**src/rtl/seq_csa_multiplier_pkg.sv**
```systemverilog
// Shared constants and state encoding for the sequential carry-save multiplier.
package seq_csa_multiplier_pkg;
    localparam int W     = 13;
    localparam int ROW_W = 2 * W + 1;

    typedef enum logic [1:0] {
        IDLE = 2'd0,
        RUN  = 2'd1,
        DONE = 2'd2
    } state_t;
endpackage

```
**src/rtl/fulladder.sv**
```systemverilog
// Single-bit full adder cell.
module fulladder (
    input  logic a,
    input  logic b,
    input  logic cin,
    output logic s,
    output logic cout
);
    assign s    = a ^ b ^ cin;
    assign cout = (a & b) | (a & cin) | (b & cin);
endmodule

```
**src/rtl/seq_csa_multiplier_csa_row.sv**
```systemverilog
// Bitwise 3:2 compressor row; carry is returned at the same bit position (unshifted).
module csa_row #(
    parameter int N = 14
) (
    input  logic [N-1:0] x,
    input  logic [N-1:0] y,
    input  logic [N-1:0] z,
    output logic [N-1:0] sum,
    output logic [N-1:0] carry
);
    for (genvar i = 0; i < N; i++) begin : g_fa
        fulladder u_fa (
            .a   (x[i]),
            .b   (y[i]),
            .cin (z[i]),
            .s   (sum[i]),
            .cout(carry[i])
        );
    end
endmodule

```
**src/rtl/seq_csa_multiplier.sv**
```systemverilog
// Sequential 13x13 shift-add multiplier retiring one multiplier bit per cycle;
// the product leaves as two carry-save rows for a downstream final adder.
module seq_csa_multiplier
    import seq_csa_multiplier_pkg::*;
(
    input  logic             clk,
    input  logic             rst,
    input  logic             in_valid,
    output logic             in_ready,
    input  logic [W-1:0]     in_a,
    input  logic [W-1:0]     in_b,
    output logic             out_valid,
    input  logic             out_ready,
    output logic [ROW_W-1:0] sum_row,
    output logic [ROW_W-1:0] carry_row
);
    state_t       state, state_nxt;
    logic [W-1:0] a_r, b_r, plo_r;
    logic [W:0]   s_r, c_r;
    logic [W:0]   pp, sn, k;
    logic [3:0]   cnt;
    logic         last;

    assign last = (cnt == 4'(W - 1));
    assign pp   = b_r[cnt] ? {1'b0, a_r} : '0;

    csa_row #(.N(W + 1)) u_row (
        .x    (s_r),
        .y    (c_r),
        .z    (pp),
        .sum  (sn),
        .carry(k)
    );

    always_ff @(posedge clk) begin
        if (rst) state <= IDLE;
        else     state <= state_nxt;
    end

    // Rows come straight from registers that are frozen in DONE, so they stay
    // stable under backpressure without an extra output stage.
    always_comb begin
        state_nxt = state;
        in_ready  = 1'b0;
        out_valid = 1'b0;
        sum_row   = '0;
        carry_row = '0;
        case (state)
            IDLE: begin
                in_ready = 1'b1;
                if (in_valid) state_nxt = RUN;
            end
            RUN: begin
                if (last) state_nxt = DONE;
            end
            DONE: begin
                out_valid = 1'b1;
                sum_row   = {s_r, plo_r};
                carry_row = {c_r, {W{1'b0}}};
                if (out_ready) state_nxt = IDLE;
            end
            default: state_nxt = IDLE;
        endcase
    end

    always_ff @(posedge clk) begin
        if (rst) begin
            a_r   <= '0;
            b_r   <= '0;
            s_r   <= '0;
            c_r   <= '0;
            plo_r <= '0;
            cnt   <= '0;
        end else begin
            case (state)
                IDLE: begin
                    if (in_valid) begin
                        a_r   <= in_a;
                        b_r   <= in_b;
                        s_r   <= '0;
                        c_r   <= '0;
                        plo_r <= '0;
                        cnt   <= '0;
                    end
                end
                RUN: begin
                    // sn[0] has final weight 2^cnt; the rest moves up one weight.
                    plo_r[cnt] <= sn[0];
                    s_r        <= sn >> 1;
                    c_r        <= k;
                    if (!last) cnt <= cnt + 4'd1;
                end
                default: ;
            endcase
        end
    end
endmodule

```
**config.mk**
```make
export PLATFORM = sky130hd
export DESIGN_NAME = seq_csa_multiplier
export DESIGN_NICKNAME = d
export VERILOG_FILES = /design/src/rtl/seq_csa_multiplier_pkg.sv /design/src/rtl/fulladder.sv /design/src/rtl/seq_csa_multiplier_csa_row.sv /design/src/rtl/seq_csa_multiplier.sv
export SDC_FILE = /design/constraint.sdc
export NUM_CORES = 1
export LEC_CHECK = 0
export CORE_MARGIN = 5
export CORE_UTILIZATION = 55
export CTS_BUF_LIST = sky130_fd_sc_hd__clkbuf_4 sky130_fd_sc_hd__clkbuf_8
export CTS_CLUSTER_SIZE = 8
export DETAILED_ROUTE_END_ITERATION = 8
export HOLD_SLACK_MARGIN = 0.1
export PLACE_DENSITY = 0.89
export SLEW_MARGIN = 20
export SYNTH_ARGS = -nofsm -noshare
export SYNTH_HDL_FRONTEND = slang
export SYNTH_SLANG_ARGS = --single-unit
```
**constraint.sdc**
```tcl
create_clock -name clk -period 7.32 [get_ports clk]
set_clock_uncertainty 0.2 [all_clocks]
set_input_delay 1.83 -clock clk [delete_from_list [all_inputs] [get_ports clk]]
set_output_delay 1.83 -clock clk [all_outputs]
set_load 0.03 [all_outputs]
```
==> flow_summary.json <==
{
  "vdd_drop_max_v": 0.0001399,
  "worstMarginPinSlew_ns": 1.020,
  "endpoint": "carry_row[25]",
  "cts_setup_buffers": 0,
  "ys_types": 38,
  "cts_tree": "yes",
  "antenna_left": 0,
  "pwr-share-seq_pct": 50.5,
  "synthTopCellsByArea": "dfxtp_1 (39%), fa_1 (6.7%), and2_1 (6.6%)",
  "p_clk_share_pct": 39.6,
  "cts_buffers": 9,
  "regToRegSetupSlack_ns": 4.01,
  "clockBufferDepth": 2,
  "grt_setup_unrepaired": "no",
  "r2r_start": "cnt[0]",
  "antenna_found_initial": 0,
  "crit_fanout": 40,
  "async_flop_share_pct": 0,
  "fp-row-count": 29,
  "critPathLaunch": "state[1]",
  "via_per_inst": 5.412,
  "grt_max_degree": 71,
  "clk_pin_slew_ns": 0.07,
  "start_util_pct": 56.53,
  "period_share_pct": 60.04,
  "post_synth_most_frequent_cells": "dfxtp_1 (70), nand2_1 (52), a21oi_1 (41)",
  "cts.sinks": 70,
  "yosys_most_used_dff": "dfxtp_1",
  "pre_cts_ws_ns": 2.906,
  "htree_num_levels": 3,
  "hpwl_mm": 5.508,
  "root_buffer": "clkbuf_8",
  "hold_viol": 0,
  "total_leakage_power_nw": 1.498,
  "synth_cells": 423,
  "relSlewSlack_pct": 32.02,
  "grt_pass1_wl_mm": 12.85,
  "gr-usage-all-layers_pct": 18.67,
  "yosys.area.top_type_share_pct": 39.04,
  "drt-initial-drc-count": 186,
  "dieArea_mm2": 0.008243,
  "yosysWarnings": 0,
  "finalWorstSetupSlack_ns": 2.925,
  "min_period_ns": 4.395,
  "routedWlPerCell_um": 13.99,
  "reg2reg_depth": 6,
  "fill_cells": 487,
  "setup_viol": 0,
  "synthToLayoutAreaGrowth_pct": 22.34,
  "io_buffers": 69,
  "crit-reg2reg-capture": "plo_r[4]",
  "grt_overflow": 0,
  "intPower_uw": 602.6,
  "drive_gt1_share_pct": 5.252,
  "vias": 2993,
  "hold_depth": 2,
  "setup_tns_ns": 0,
  "p_comb_share_pct": 9.9,
  "syn_area_per_cell_um2": 8.486,
  "ctsResizeCount": 0,
  "post-route-drc-count": 0,
  "power_density_mw_per_mm2": 179.2,
  "cp-start-kind": "flip-flop",
  "grt_pass1_vias": 2782,
  "endpoint_kind": "output port",
  "yosysMostFrequentCell": "dfxtp_1",
  "ios": 86,
  "antenna_cells": 0,
  "total_power_uw": 787.1,
  "swShare_pct": 23.44,
  "chipHeight_um": 90.79,
  "final_nets": 518,
  "core_area_mm2": 0.006350,
  "required_ns": 5.29,
  "timing.fmax_mhz": 227.5,
  "crit_type": "reg2out",
  "synth_seq_area_share_pct": 39.04,
  "synth_edf_count": 0,
  "worstSkewPairLatency_ns": 0.33,
  "wl_mm": 7.739,
  "first_pass_iters": 4,
  "status": "finished, final reports clean",
  "gp_congestion": 0.8127,
  "synth_top_cell_by_area": "dfxtp_1",
  "drv_cap": 0,
  "ys_seq_elements": 70,
  "p_sw_uw": 184.5,
  "die_x_um": 90.79,
  "postCtsHoldBufs": 0,
  "syn_area_mm2": 0.003590,
  "hold_ws_ns": 0.2518,
  "finalMaxSlewViolations": 0,
  "worstPathArrival_ns": 2.36,
  "hold_path.class": "reg2reg"
}
-- cells in the final DEF, fill, tap and decap left out, drive strengths merged, types with 16 or more instances in the layout --
cell type / n
nand2: 52
nand3: 16
and2: 38
a2bb2oi: 24
nor2: 27
dfxtp: 70
a21oi: 41
clkdlybuf4s50: 68
conb: 16
inv: 30
-- state kept, by name (all words and copies together) (netlist names) --
signal  count
plo_r      13
c_r        13
cnt         4
s_r        12
a_r        13
state       2
b_r        13
-- per-layer routing --
metal | global-route usage (%) | up-vias | share of wire (%)
met3 | 3.250 | 12 | 6.6
li1 | - | 1470 | -
met5 | 0 | - | 0
met4 | 7.090 | 0 | 1.8
met2 | 30.27 | 100 | 49
met1 | 24.79 | 1411 | 43
-- critical path, stage by stage (launching register included) --
cell and delay [ns]:
dfxtp_1 0.48, nor2b_4 0.62, and2_1 0.25, clkdlybuf4s50_1 0.69
-- power groups by stage --
stage	logic, mW	registers, mW	clock network [mW]
after floorplan	0.0620	0.403	0
after global placement	0.0751	0.405	0
after detailed placement	0.0773	0.406	0
after CTS	0.0778	0.398	0.313
after global routing	0.0850	0.399	0.333
final	0.0776	0.398	0.312
-- cell type report --
cell class	instances	area (µm²)	share of cell area, %
repair buffers	71	700.7	15.95
clock inverters	1	30.03	0.6838
flip-flops and latches	70	1401	31.91
inverters	30	112.6	2.564
well taps	77	96.34	2.194
clock buffers	15	168.9	3.846
multi-input cells	289	1882	42.85
-- metrics by stage --
step                area, µm²  util [%]  cells
detailed placement       4188     65.95    537
global placement         4180     65.83    537
global route             4392     69.16    553
finish                   4392     69.16    553
floorplan                3646         -    438
CTS                      4387     69.08    553
-- cell families (layout without fill, tap and decap cells) --
kind of cell	Yosys count	count (layout)	share of synthesized area (%)
AOI/OAI and AO/OA	89	89	16.52
adders and majority gates	17	17	8.435
buffers and inverters	79	117	10.63
DFF	70	70	39.04
muxes	3	3	2.091
other	1	16	0.1045
and+or+nand+nor	164	164	23.18
-- worst min-delay path by stage --
stage | slack [ns] | end | start
2_1_floorplan | 0.23 | b_r[1] | b_r[1]
3_3_place_gp | 0.24 | b_r[6] | b_r[6]
3_5_place_dp | 0.25 | b_r[4] | b_r[4]
4_1_cts | 0.26 | b_r[4] | b_r[4]
5_1_grt | 0.27 | b_r[4] | b_r[4]
6_report | 0.25 | b_r[1] | b_r[1]
Note: power is estimated with default switching activity, not from simulation.
